## src/rtl/coefficient_calculator_controller.sv

```systemverilog
// coefficient_calculator_controller
//   Moore FSM sequencing the linear-regression coefficient datapath over
//   N_SAMPLES samples. Pass 1 accumulates sum(X) and sum(Y) and then forms
//   the two means. Pass 2 accumulates SSxx and SSxy and then loads B1 and B0.
//
// Ports
//   clk, rst        rising-edge clock, synchronous active-high reset
//   start           run request, only acted upon in IDLE
//   busy            high from INIT through CALC_B0
//   done            one-cycle pulse once B0/B1 are valid
//   addr            sample memory address (memory read is combinational)
//   ldX, ldY        load the X/Y sample registers
//   clrSum*/ldSum*  sum register clear/accumulate
//   divideXbarY     mean divider source: 0 = sumX, 1 = sumY
//   ldMeanX/Y       mean register loads
//   subForYiOrB0    0 = (Yi - meanY), 1 = (meanY - B1*meanX)
//   multForXiOrB0   0 = (Xi - meanX)^2, 1 = B1*meanX
//   clrSS*/ldSS*    SS register clear/accumulate
//   ldB0, ldB1      coefficient register loads
module coefficient_calculator_controller #(
  parameter int unsigned N_SAMPLES = 150,
  parameter int unsigned ADDR_W    = 8
) (
  input  logic              clk,
  input  logic              rst,
  input  logic              start,
  output logic              busy,
  output logic              done,
  output logic [ADDR_W-1:0] addr,
  output logic              ldX,
  output logic              ldY,
  output logic              clrSumX,
  output logic              clrSumY,
  output logic              ldSumX,
  output logic              ldSumY,
  output logic              divideXbarY,
  output logic              ldMeanX,
  output logic              ldMeanY,
  output logic              subForYiOrB0,
  output logic              multForXiOrB0,
  output logic              clrSSxx,
  output logic              clrSSxy,
  output logic              ldSSxx,
  output logic              ldSSxy,
  output logic              ldB0,
  output logic              ldB1
);

  typedef enum logic [3:0] {
    S_IDLE,
    S_INIT,
    S_P1_LOAD,
    S_P1_ACC,
    S_MEAN_X,
    S_MEAN_Y,
    S_P2_LOAD,
    S_P2_ACC,
    S_CALC_B1,
    S_CALC_B0,
    S_DONE
  } state_e;

  localparam logic [ADDR_W-1:0] LAST_ADDR = ADDR_W'(N_SAMPLES - 1);

  state_e            state_q, state_d;
  logic [ADDR_W-1:0] addr_q, addr_d;

  always_ff @(posedge clk) begin
    if (rst) begin
      state_q <= S_IDLE;
      addr_q  <= '0;
    end else begin
      state_q <= state_d;
      addr_q  <= addr_d;
    end
  end

  // Next state and address. The address only moves in INIT and the two
  // accumulate states, wrapping to 0 after the last sample of each pass.
  always_comb begin
    state_d = state_q;
    addr_d  = addr_q;
    unique case (state_q)
      S_IDLE:    if (start) state_d = S_INIT;
      S_INIT: begin
        addr_d  = '0;
        state_d = S_P1_LOAD;
      end
      S_P1_LOAD: state_d = S_P1_ACC;
      S_P1_ACC: begin
        if (addr_q == LAST_ADDR) begin
          addr_d  = '0;
          state_d = S_MEAN_X;
        end else begin
          addr_d  = addr_q + 1'b1;
          state_d = S_P1_LOAD;
        end
      end
      S_MEAN_X:  state_d = S_MEAN_Y;
      S_MEAN_Y:  state_d = S_P2_LOAD;
      S_P2_LOAD: state_d = S_P2_ACC;
      S_P2_ACC: begin
        if (addr_q == LAST_ADDR) begin
          addr_d  = '0;
          state_d = S_CALC_B1;
        end else begin
          addr_d  = addr_q + 1'b1;
          state_d = S_P2_LOAD;
        end
      end
      S_CALC_B1: state_d = S_CALC_B0;
      S_CALC_B0: state_d = S_DONE;
      S_DONE:    state_d = S_IDLE;
      default:   state_d = S_IDLE;
    endcase
  end

  // Moore output decode: every control is a function of state alone.
  always_comb begin
    busy          = 1'b0;
    done          = 1'b0;
    ldX           = 1'b0;
    ldY           = 1'b0;
    clrSumX       = 1'b0;
    clrSumY       = 1'b0;
    ldSumX        = 1'b0;
    ldSumY        = 1'b0;
    divideXbarY   = 1'b0;
    ldMeanX       = 1'b0;
    ldMeanY       = 1'b0;
    subForYiOrB0  = 1'b0;
    multForXiOrB0 = 1'b0;
    clrSSxx       = 1'b0;
    clrSSxy       = 1'b0;
    ldSSxx        = 1'b0;
    ldSSxy        = 1'b0;
    ldB0          = 1'b0;
    ldB1          = 1'b0;
    unique case (state_q)
      S_IDLE: ;
      S_INIT: begin
        busy    = 1'b1;
        clrSumX = 1'b1;
        clrSumY = 1'b1;
        clrSSxx = 1'b1;
        clrSSxy = 1'b1;
      end
      S_P1_LOAD, S_P2_LOAD: begin
        busy = 1'b1;
        ldX  = 1'b1;
        ldY  = 1'b1;
      end
      S_P1_ACC: begin
        busy   = 1'b1;
        ldSumX = 1'b1;
        ldSumY = 1'b1;
      end
      S_MEAN_X: begin
        busy    = 1'b1;
        ldMeanX = 1'b1;
      end
      S_MEAN_Y: begin
        busy        = 1'b1;
        divideXbarY = 1'b1;
        ldMeanY     = 1'b1;
      end
      S_P2_ACC: begin
        busy   = 1'b1;
        ldSSxx = 1'b1;
        ldSSxy = 1'b1;
      end
      S_CALC_B1: begin
        busy = 1'b1;
        ldB1 = 1'b1;
      end
      S_CALC_B0: begin
        busy          = 1'b1;
        subForYiOrB0  = 1'b1;
        multForXiOrB0 = 1'b1;
        ldB0          = 1'b1;
      end
      S_DONE:  done = 1'b1;
      default: ;
    endcase
  end

  assign addr = addr_q;

endmodule

```

## config.mk

```make
export PLATFORM = sky130hd
export DESIGN_NAME = coefficient_calculator_controller
export DESIGN_NICKNAME = d
export VERILOG_FILES = /design/src/rtl/coefficient_calculator_controller.sv
export SDC_FILE = /design/constraint.sdc
export NUM_CORES = 1
export LEC_CHECK = 0
export CELL_PAD_IN_SITES_DETAIL_PLACEMENT = 0
export CELL_PAD_IN_SITES_GLOBAL_PLACEMENT = 1
export CORE_MARGIN = 2
export CORE_UTILIZATION = 28
export CTS_BUF_LIST = sky130_fd_sc_hd__clkbuf_4
export CTS_CLUSTER_DIAMETER = 80
export DETAILED_ROUTE_END_ITERATION = 16
export HOLD_SLACK_MARGIN = 0.12
export PLACE_DENSITY = 0.81
export RECOVER_POWER = 100
export SLEW_MARGIN = 20
export SYNTH_ARGS = -nofsm -noshare
export SYNTH_HDL_FRONTEND = slang
export SYNTH_SLANG_ARGS = --single-unit
```

## constraint.sdc

```tcl
create_clock -name clk -period 1.5 [get_ports clk]
set_clock_uncertainty 0.15 [all_clocks]
set_input_delay 0.225 -clock clk [delete_from_list [all_inputs] [get_ports clk]]
set_output_delay 0.225 -clock clk [all_outputs]
set_load 0.02 [all_outputs]
```

## Word-level counts from Yosys, hierarchy flattened

Cells that the tools add are included.

| word-level totals | value |
|---|---|
| logic and storage cells | 36 |
| bits in registers | 12 |
| input port bits | 3 |

| cells by class | value |
|---|---|
| $add $sub $neg | 1 |
| equal/unequal tests | 12 |
| muxes and demuxes | 16 |
| reduce and logical (&&, ||, !) cells | 5 |

Operators with widths:

| operator | count |
|---|---|
| one-hot mux 4 bit (10 select lines) | 1 |
| equality test 4 x 3 -> 1 bit, second input constant | 4 |
| one-hot mux 8 bit (2 select lines) | 1 |
| equality test 4 bit, second input constant | 3 |
| two-way mux 1 bit | 10 |
| OR reduction 9 bit | 1 |
| adder 8 x 1 -> 8 bit, second input constant | 1 |
| equality test 4 x 2 -> 1 bit, second input constant | 2 |
| equality test 8 bit, second input constant | 1 |
| two-way mux 4 bit | 2 |
| two-way mux 8 bit | 1 |
| equality test 4 x 1 -> 1 bit, second input constant | 1 |
| zero test 4 bit | 1 |
| OR reduction 2 bit | 2 |
| two-way mux 3 bit | 1 |
| inequality test 2 bit, second input constant | 1 |
| nonzero test 2 bit | 1 |

## Depth between registers and ports, before layout

Gate-level depths: netlist of the first run.

| logic depth | value |
|---|---|
| depth after elaboration | 3 |
| gate-level depth with buffers | 6 |

## Worst setup path after synthesis of the first run

OpenSTA, ideal clock, no wires.

| timing path | value |
|---|---|
| path kind | register -> register |
| from | reg addr_q[1] (netlist: addr[1]) |
| to | reg addr_q[2] (netlist: addr[2]) |
| buffers on the path | 0 |
| cell stages (with the launch flop) | 7 |
| library setup time | 0.091 ns |
| required time | 1.259 ns |
| path slack | -0.244 ns |
| arrival time | 1.503 ns |
| cells stage by stage | dfxtp_1 inv_1 ha_1 and4bb_1 a21oi_2 nand2b_1 a311oi_1 |

| on the way | value |
|---|---|
| word-level cells in the longest chain between the ends | 3 |
| elaborated cells on any way between the ends | 4 |
| those cells by class | 1 x add/sub; 1 x eq/ne; 2 x mux |

Ends and longest elaborated chain:

| element | line | text |
|---|---|---|
| start, declared | 66 | `logic [ADDR_W-1:0] addr_q, addr_d;` |
| start signal, assigned | 74 | `addr_q <= addr_d;` |
| adder 8 x 1 -> 8 bit or equality test 8 bit (tied branches) | n/a |  |
| two-way mux 8 bit * | 91, 103 |  |
| one-hot mux 8 bit (2 select lines) * | 83 | `unique case (state_q)` |

Mark *: on every way between the ends. The rest lies on a longest branch, timed or not.
A chain may end at the register's enable or synchronous reset.

## Final worst setup path of the first run

| timing path | value |
|---|---|
| from | reg state_q[3] |
| to | out clrSumX |

| on the way | value |
|---|---|
| word-level cells in the longest chain between the ends | 2 |

Ends and longest elaborated chain:

| element | line | text |
|---|---|---|
| start, declared | 65 | `state_e state_q, state_d;` |
| start signal, assigned | 73 | `state_q <= state_d;` |
| equality test 4 x 1 -> 1 bit | 139 | `unique case (state_q)` |
| two-way mux 1 bit | 139 |  |
| end, declared | 32 | `output logic clrSumX,` |

Every way passes these cells.

==> run metrics, run 1 <==
Worst Path Buf+Inv=3; reg2reg end=addr[7]$_SDFFE_PP0P_; most frequent cells in the layout=34 x buf_4, 18 x buf_6, 8 x nand2_1, 8 x nor2_1, 6 x dlygate4sd2_1; htree depth=1; run status=finished with violations; Leak=between 0.6 and 0.7 nW; Comb pwr share=about 34%; first-pass GRT wire length=approximately 3800 um; VDD IR-drop max=0.474 mV; clock share of power=around a quarter; largest family of logic cells by synthesized area=simple AND/OR/NAND/NOR gates; Yosys reg bits=12; DP HPWL=roughly 1600 um; FF-to-FF setup slack=-100 ps; Setup WS pre-CTS=-336 ps; R2R cell count=4; TritonCTS clock tree=done; Adder-Cell Fraction of Synth Area=about 3.3%; Starting DRT DRC Count=6; via count=a little over 900; Nets=roughly 160; WL final=2510 um; Crit Path Class=flop to primary output; Die X=56.0 um; TNS Setup=-1730 ps; fillers=247; Internal=559 uW; Crit path max-delay family=flip-flops; # rows=18; syn avg cell area=7.58 um^2; failing checks=setup timing; CP startpoint kind=flop; Cell Chain, Critical Path=buf_6 -> nand2b_4 -> nor2_4 -> buf_6 -> buf_6; slowest CP cell=dfxtp_4; CTS root buffer=clkbuf_4; Hold Path Sink=addr[4]$_SDFFE_PP0P_; Port Buf Inserts=29; overall power=~800 uW; HP Start=addr[4]$_SDFFE_PP0P_; Clock Pin Slew Worst Setup and Hold Paths=70 ps; compound-gate portion of the synthesized area=13.7%; critical path arrival=1270 ps; crit path capture type=primary output; total CTS buffers=3; vias in the first global route=889; Mapped Area=around 760 um^2; layout cells sized above 1=64.6%; Final Max Slew Viols=0; synth warn=0; post-synthesis xor/xnor area fraction=2.31%; Worst R2R Start=addr[5]$_SDFFE_PP0P_; part of the cycle the worst path needs=110%; maximum clock insertion buffer count=2; post-synthesis mux area share=1.32%; CORE AREA=2520 um^2; die area=3140 um^2; Inserted Diodes=0; leading cell type in the layout, fill and taps excluded=buf_4; Slew headroom=between 80 and 90%; Max Freq=approximately 0.61 GHz; post-synthesis instance total=100; gr usage total=14.9%; max-cap violations=0; simple-gate portion of the synthesized area=around a third; Die Ht=around 56 um; CTS Hold Bufs=0; cell mode on critical path=buf_6; Hold Slack=369 ps; Final ANT Viol Nets=0; WL/cell=13.4 um; hold depth=2; drt drc=0; initial core utilization=30.1%; Vias/cell=4.87; crit path time final=1640 ps; Critical Path RT=1120 ps; num ports=30; area grow syn2layout=104%; Worst-Margin Slew=211 ps; sw power=245 uW; largest net degree at the start of global routing=10; CP peak stage delay=370 ps; Initial DRT Pass Iterations=4; Clock Latency Late Sink=about 260 ps; final setup margin=-144 ps; switching part of the total=30.5%; Mapped Nets=105; initial antenna violation count=0; Congestion Overflow GR=0; sequential area share after synthesis=31.7%; GPL Wtd Cong=about 0.76; setup violators final=20; clock sinks=12; Critical Path Fanout Max=6; Power per Cell Area=roughly 520 nW/um^2; sequential power share=41.0%; final hold violation count=0; Synth cell types=33; Min-Delay Path Class=flop to flop; unrepaired setup endpoints after global routing=true
sequential cells by signal (all words and copies together) (netlist names):
register and cells:
addr 8, state_q 4
logic make-up (layout without fill, tap and decap cells):
kind of cell | Yosys count | after routing
adders and majority gates | 2 | 2
xor gates and xnor gates | 2 | 2
AOI/OAI and AO/OA | 16 | 16
buffers and inverters | 16 | 74
muxes | 1 | 1
and+or+nand+nor | 51 | 51
DFF | 12 | 12
Yosys cell counts:
cell type   n  area share (%)
a21oi_1     6             4.0
a21oi_2     1             1.2
a221o_1     1             1.3
a22oi_1     1            0.99
a311oi_1    2             2.3
a31oi_1     2             1.6
and2_1      2             1.6
and3_1      1            0.83
and3b_1     2             2.3
and4bb_1    1             1.6
buf_1       2            0.99
buf_2       1            0.66
buf_4       9             8.9
clkbuf_1    1            0.49
dfxtp_1    12              32
ha_1        2             3.3
inv_1       3             1.5
mux2i_1     1             1.3
nand2_1    10             5.0
nand2b_1    3             2.5
nand3_1     5             3.3
nand3_2     1             1.3
nand3b_1    1            0.99
nand4_1     1            0.83
nor2_1     12             5.9
nor2b_1     1            0.83
nor3_1      7             4.6
nor3b_1     1            0.99
o21a_1      1            0.99
o21ai_0     2             1.3
or2_1       1            0.83
or3_1       2             1.6
xor2_1      2             2.3
how the worst max path moves through the flow:
stage | start | to | slack (ps) | cells past startpoint
finish | state_q[3]$_SDFFE_PP0P_ | clrSumX | -140 | 5
global route | state_q[3]$_SDFFE_PP0P_ | clrSumX | -210 | 5
CTS | state_q[1]$_SDFFE_PP0P_ | clrSumX | -140 | 4
detailed placement | state_q[1]$_SDFFE_PP0P_ | ldX | -340 | 3
global placement | state_q[1]$_SDFFE_PP0P_ | busy | -300 | 4
floorplan | state_q[3]$_SDFFE_PP0P_ | ldY | -230 | 3
tightest hold or removal path: stages, from the launching register on:
cell and delay (ps):
dfxtp_2 360, nand3_2 70, a21oi_1 50
area by class of cell:
cell class | count | area, um^2 | area share (%)
Multi-Input combinational cell | 72 | 608 | 39.2
Timing Repair Buffer | 67 | 601 | 38.7
Sequential cell | 12 | 264 | 17.0
Tap cell | 30 | 37.5 | 2.42
Clock buffer | 3 | 22.5 | 1.45
Inverter | 3 | 13.8 | 0.888
Clock inverter | 1 | 3.75 | 0.242
per-stage QoR:
stage / instance area (um^2) / utilization, % / cells
2_1_floorplan: 813 / - / 100
3_3_place_gp: 1230 / 48.7 / 169
3_5_place_dp: 1230 / 48.7 / 169
4_1_cts: 1360 / 54.0 / 181
5_1_grt: 1550 / 61.5 / 188
6_report: 1550 / 61.5 / 188
timing repair:
action,CTS,global route
setup endpoints to repair,38,31
buffers inserted,8,8
resized for setup,137,34
pin swaps,10,15
routing by layer:
| layer | share of wire, % | global-route usage [%] |
|---|---|---|
| met4 | 0.48 | 3.06 |
| met1 | 43 | 16.5 |
| met3 | 5.7 | 2.79 |
| met2 | 51 | 29.1 |
| met5 | 0 | 0 |
power by group through the flow:
| stage | clock network [mW] | logic [mW] | registers [mW] |
|---|---|---|---|
| global route | 0.219 | 0.293 | 0.331 |
| finish | 0.198 | 0.276 | 0.330 |
| global placement | 0 | 0.199 | 0.333 |
| CTS | 0.208 | 0.232 | 0.324 |
| detailed placement | 0 | 0.202 | 0.334 |
| floorplan | 0 | 0.124 | 0.330 |
(Power assumes the default switching activity.)
==> inputs of run 2 (changes only) <==
--- a/config.mk
+++ b/config.mk
@@ -7,14 +7,13 @@
 export LEC_CHECK = 0
 export CELL_PAD_IN_SITES_DETAIL_PLACEMENT = 0
 export CELL_PAD_IN_SITES_GLOBAL_PLACEMENT = 1
-export CORE_MARGIN = 2
+export CORE_MARGIN = 8
 export CORE_UTILIZATION = 28
 export CTS_BUF_LIST = sky130_fd_sc_hd__clkbuf_4
 export CTS_CLUSTER_DIAMETER = 80
 export DETAILED_ROUTE_END_ITERATION = 16
 export HOLD_SLACK_MARGIN = 0.12
 export PLACE_DENSITY = 0.81
-export RECOVER_POWER = 100
 export SLEW_MARGIN = 20
 export SYNTH_ARGS = -nofsm -noshare
 export SYNTH_HDL_FRONTEND = slang
==> run 2 against run 1 <==
  * The run still ends with setup timing left
  * Cell area is 0.40% lower
  * First-iteration DRC count is 67% lower
  * Routed wire length is 6.1% higher
  * Sequential share of layout area is 0.88 points higher
  * Setup slack worse by 2.5 ps
  * Core utilization is 3.5 points lower
  * Via count is 0.66% higher
  * Die area is 47% higher
  * Clock power is 7% higher
  * Power is 0.85% lower
  * Critical endpoint is now busy
  * Largest cell class unchanged
  * Largest power group unchanged
==> run metrics, run 2 (synthesis gave the netlist of run 1 again) <==
run status=finished with violations; failing checks=setup timing; FF-to-FF setup slack=-60 ps (+40 ps); DP HPWL=1790 um (+11%); total CTS buffers=3 (unchanged); critical path arrival=1270 ps (about the same); WL final=2670 um (+6.1%); Slew headroom=85.2% (-0.66 points); Clock Pin Slew Worst Setup and Hold Paths=80 ps (about the same); CTS root buffer=clkbuf_4; final instance area=1540 um^2 (-0.40%); part of the cycle the worst path needs=110% (+0.17 points); Min-Delay Path Class=flop to flop; Inserted Diodes=0 (unchanged); # rows=19 (+1); Final Max Slew Viols=0 (unchanged); vias in the first global route=961 (+8.1%); maximum clock insertion buffer count=2 (unchanged); crit path time final=1650 ps (+2.49 ps); Critical Path RT=1120 ps (about the same); final setup margin=-147 ps (-2.49 ps); CORE AREA=2660 um^2 (+5.6%); Port Buf Inserts=29 (unchanged); Leak=0.653 nW (-2.6%); crit path capture type=primary output; CTS Hold Bufs=0 (unchanged); Congestion Overflow GR=0 (unchanged); Critical Path Fanout Max=8 (+2); first-pass GRT wire length=4320 um (+13%); initial core utilization=28.5% (-1.6 points); Setup WS pre-CTS=-386 ps (-49.9 ps); CP peak stage delay=380 ps (about the same); WL/cell=14.4 um (+7.8%); Hold Slack=357 ps (-12.4 ps); TritonCTS clock tree=done; max-cap violations=0 (unchanged); initial antenna violation count=0 (unchanged); leading cell type in the layout, fill and taps excluded=buf_4; area grow syn2layout=104%; Placed Area=1230 um^2 (+0.51%); largest net degree at the start of global routing=10 (unchanged); slowest CP cell=dfxtp_4; Power per Cell Area=516 nW/um^2 (-0.44%); Vias/cell=4.98 (+2.3%); clock sinks=12 (unchanged); Max Freq=0.607 GHz (-0.15%); VDD IR-drop max=0.399 mV (-16%); drt drc=0 (unchanged); Die Ht=68.0 um (+21%); GPL Wtd Cong=0.744 (-2.1%); die area=4630 um^2 (+47%); Cell Chain, Critical Path=or2_4 -> nor3_4 -> a21oi_1 -> buf_2; Final ANT Viol Nets=0 (unchanged); Worst-Margin Slew=222 ps (+11.4 ps); setup violators final=22 (+10%); num ports=30 (unchanged); most frequent cells in the layout=29 x buf_4, 21 x buf_6, 9 x dfxtp_4; Starting DRT DRC Count=2 (-4); unrepaired setup endpoints after global routing=true; Finished Layout Cells=185 (-1.6%); Cells after DPL=169 (unchanged); Crit Path Class=flop to primary output; Largest register FFs=8 (unchanged); htree depth=1 (unchanged); Initial DRT Pass Iterations=4 (unchanged); Nets=160 (-2.4%); layout cells sized above 1=65.6% (+1.0 points); CP startpoint kind=flop; Die X=68.0 um (+21%); final hold violation count=0 (unchanged); via count=921 (+0.66%); Crit path max-delay family=simple AND/OR/NAND/NOR gates; gr usage total=11.9% (-3.0 points); Worst Path Buf+Inv=1 (-2); Clock Latency Late Sink=270 ps (about the same)
-- run 2: stage by stage --
step           power, mW  utilization, %  TNS, ps
5_1_grt            0.837            58.0    -3100
4_1_cts            0.752            51.9    -1340
2_1_floorplan      0.454               -     -302
3_3_place_gp       0.528            46.4    -5610
3_5_place_dp       0.530            46.4    -6480
6_report           0.797            58.0    -1550
-- run 2: layer usage --
metal	up-vias	GRT usage, %	wire length, um	part of all wire, %
met4	0	5.12	37	1.4
met2	31	21.5	1340	50
met3	6	2.62	167	6.3
li1	448	-	-	-
met5	-	0	0	0
met1	436	13.1	1120	42
-- run 2: path summary, 6_finish.rpt --
check | start | end | depth (start not counted)
worst max-delay path | state_q[1]$_SDFFE_PP0P_ | busy | 4
worst min-delay path | addr[6]$_SDFFE_PP0P_ | addr[6]$_SDFFE_PP0P_ | 2
worst max register to register | state_q[1]$_SDFFE_PP0P_ | state_q[2]$_SDFFE_PP0P_ | 5
worst min register to register | addr[6]$_SDFFE_PP0P_ | addr[6]$_SDFFE_PP0P_ | 2
-- run 2: power by group --
part | internal [mW] | switching [mW]
Combinational | 0.130 | 0.130
Clock | 0.0964 | 0.114
Sequential | 0.314 | 0.0132
-- run 2: area by class of cell --
| type | count | area [um^2] |
|---|---|---|
| Timing Repair Buffer | 63 | 586 |
| Clock buffer | 3 | 22.5 |
| Clock inverter | 1 | 3.75 |
| Inverter | 3 | 11.3 |
| Multi-Input combinational cell | 72 | 606 |
| Fill cell | 248 | 1120 |
| Sequential cell | 12 | 277 |
| Tap cell | 31 | 38.8 |
-- run 2: worst reg2reg max path, stage by stage, from the launching register on --
cell and delay [ps]:
dfxtp_4 390, or2_4 170, nor3_4 50, buf_4 130, a221o_1 400, nor3_1 190
-- run 2: repair_timing --
| item | CTS | global route |
|---|---|---|
| pin swaps | 8 | 14 |
| endpoints found under the setup margin | 39 | 32 |
| buffers inserted | 7 | 6 |
| gates cloned | 0 | 0 |
| hold endpoints to repair | 0 | 0 |
| gates resized for setup | 145 | 30 |
==> patch (flow settings as in run 1) <==
The parameter `N_SAMPLES` goes from 150 to 112.
--- a/src/rtl/coefficient_calculator_controller.sv
+++ b/src/rtl/coefficient_calculator_controller.sv
@@ -19,5 +19,5 @@
 //   ldB0, ldB1      coefficient register loads
 module coefficient_calculator_controller #(
-  parameter int unsigned N_SAMPLES = 150,
+  parameter int unsigned N_SAMPLES = 112,
   parameter int unsigned ADDR_W    = 8
 ) (
Formal check against the unedited RTL: same outputs for any inputs over 10 cycles, from zero or initial values and one cycle with rst high; that may be too few to reach the edited logic, so the function may still have changed.
==> patch against run 1 <==
  * The flow still finishes with violations (negative setup slack)
  * Worst setup slack better by 2.0 ps
  * Synthesized cell count is 2.0% lower
  * Clock power is 6% higher
  * Sequential cell count stayed put
  * Utilization is 1.0 points higher
  * Wire length increased by 1.3%
  * Cell area down 0.16%
  * Non-clock buffer count decreased by 3
  * Count of clock-buffer cells in the layout unchanged
  * Area after synthesis fell by 3.1%
  * Die area is 2.9% lower
  * Total power is 0.40% higher
  * Critical path type unchanged
  * Highest routed layer is now met3
==> patch: results (changes against run 1) <==
place:
  dp_cells: 164  # -3.0%
  place_worst_setup_slack_ps: -344  # -7.95 ps
  dp_hpwl_mm: 1.57  # -2.5%
  io_buffer_count: 29  # unchanged
  gp_congestion: 0.748  # -1.6%
  placed_cell_area_um2: 1220  # -0.31%
setup_path:
  endpoint: "ldB0"
  r2r-start: "addr[3]"
  reg2reg_to: "state_q[2]"
  worst-path-max-fanout: 4  # -2
  crit_start: "state_q[2]"
  rr_worst_depth: 5  # +1
  r2r_setup_slack_ps: -80  # +20 ps
route:
  highest_layer: "met3"
  wl_per_cell_um: 14.0  # +4.7%
  firstDrtPassIters: 4  # unchanged
  drt_iter0_drc: 13  # +7
  vias: 911  # -0.44%
  wl_met3_um: 127  # -12%
  met2_length_mm: 1.43  # +12%
  wl_met1_um: 985  # -8.4%
yosys:
  synth_common_cells: "dfxtp_1, nor2_1, a21oi_1, buf_4, nand2_1"
  synth_area_leaders: "dfxtp_1, buf_4, a21oi_1, nor2_1, nand2_1"
  syn-num-nets: 102  # -2.9%
  syn_avg_cell_area_um2: 7.49  # -1.2%
  ys_seq_area_share_pct: 32.7  # +1.0 points
  ys.flop_type: "dfxtp_1"
  ys_async_sr_fraction_pct: 0  # unchanged
  synth_cell_types: 33  # unchanged
global_routing:
  grt_max_degree: 9  # -1
  antenna_found_initial: 0  # unchanged
  gr-usage-met2_pct: 31.1  # +2.0 points
  grt_pass1_vias: 930  # +4.6%
  grt_use_met1_pct: 17.6  # +1.1 points
  gr-usage-all-layers_pct: 16.1  # +1.2 points
  grt_pass1_wl_mm: 4.02  # +4.8%
  met3_usage_pct: 3.51  # +0.72 points
min_path:
  hold_end: "addr[5]"
  hold_start: "addr[5]"
  hold_class: "flop to flop"
power_and_ir_drop:
  p_leak_nw: 0.657  # -2.0%
  seq_power_share_pct: 40.4  # -0.6 points
  p_comb_share_pct: 33.6  # -0.7 points
  p_comb_w: 0.000271  # -2%
  max-vdd-ir-drop_v: 0.000346  # -27%
  internal-power_w: 0.000550  # -1.6%
timing:
  setup_tns_ps: -1460  # +263 ps
  slew_headroom_pct: 83.4  # -2.4 points
  worst_hold_slack_ps: 363  # -5.72 ps
  setup_viol_count_final: 24  # +20%
  fin_ws_ps: -142  # +2.03 ps
cells_and_area:
  largest_reg_flops: 8  # unchanged
  diodes: 0  # unchanged
  stdcell_count: 182  # -3.2%
  layout-drive-gt1-share_pct: 67.1  # +2.5 points
clocking:
  h-tree-depth: 1  # unchanged
  max-clock-path-buffers: 2  # unchanged
status:
  status: "finished, violations left"
  failed_checks: "negative setup slack"
## patch: cell count changes after synthesis, sizes merged, moves of 2 or more
cell / change
a311oi: -2
nor2: -2
nor4: +2
nand3: -3
xor2: -2
a21oi: +2
clkbuf: +2
inv: -2
xnor2: +2
o21ai: +2
## patch: logic make-up after synthesis
family	count (synthesis)	synth area share (%)
compound gates	20	16.5
xor+xnor	2	2.39
fa+ha+maj	1	1.70
buf+inv	15	12.4
flops	12	32.7
mux	1	1.36
simple gates	47	32.9
## patch: area by class of cell
type	instances	area (um2)
timing repair buffer	64	579
inverter	1	3.75
multi-input combinational	71	631
fill	206	930
sequential	12	270
clock buffer	3	22.5
tap	30	37.5
clock inverter	1	3.75
## patch: critical path: stages (launching register included)
cell and delay (ps):
dfxtp_2 340, buf_6 130, nor2_4 110, and3_4 220, buf_6 90, buf_6 100
## patch: repair_timing
| action | CTS | global route |
|---|---|---|
| resized for setup | 141 | 30 |
| setup buffers | 12 | 5 |
| pin swaps | 7 | 15 |
| setup endpoints to repair | 35 | 31 |
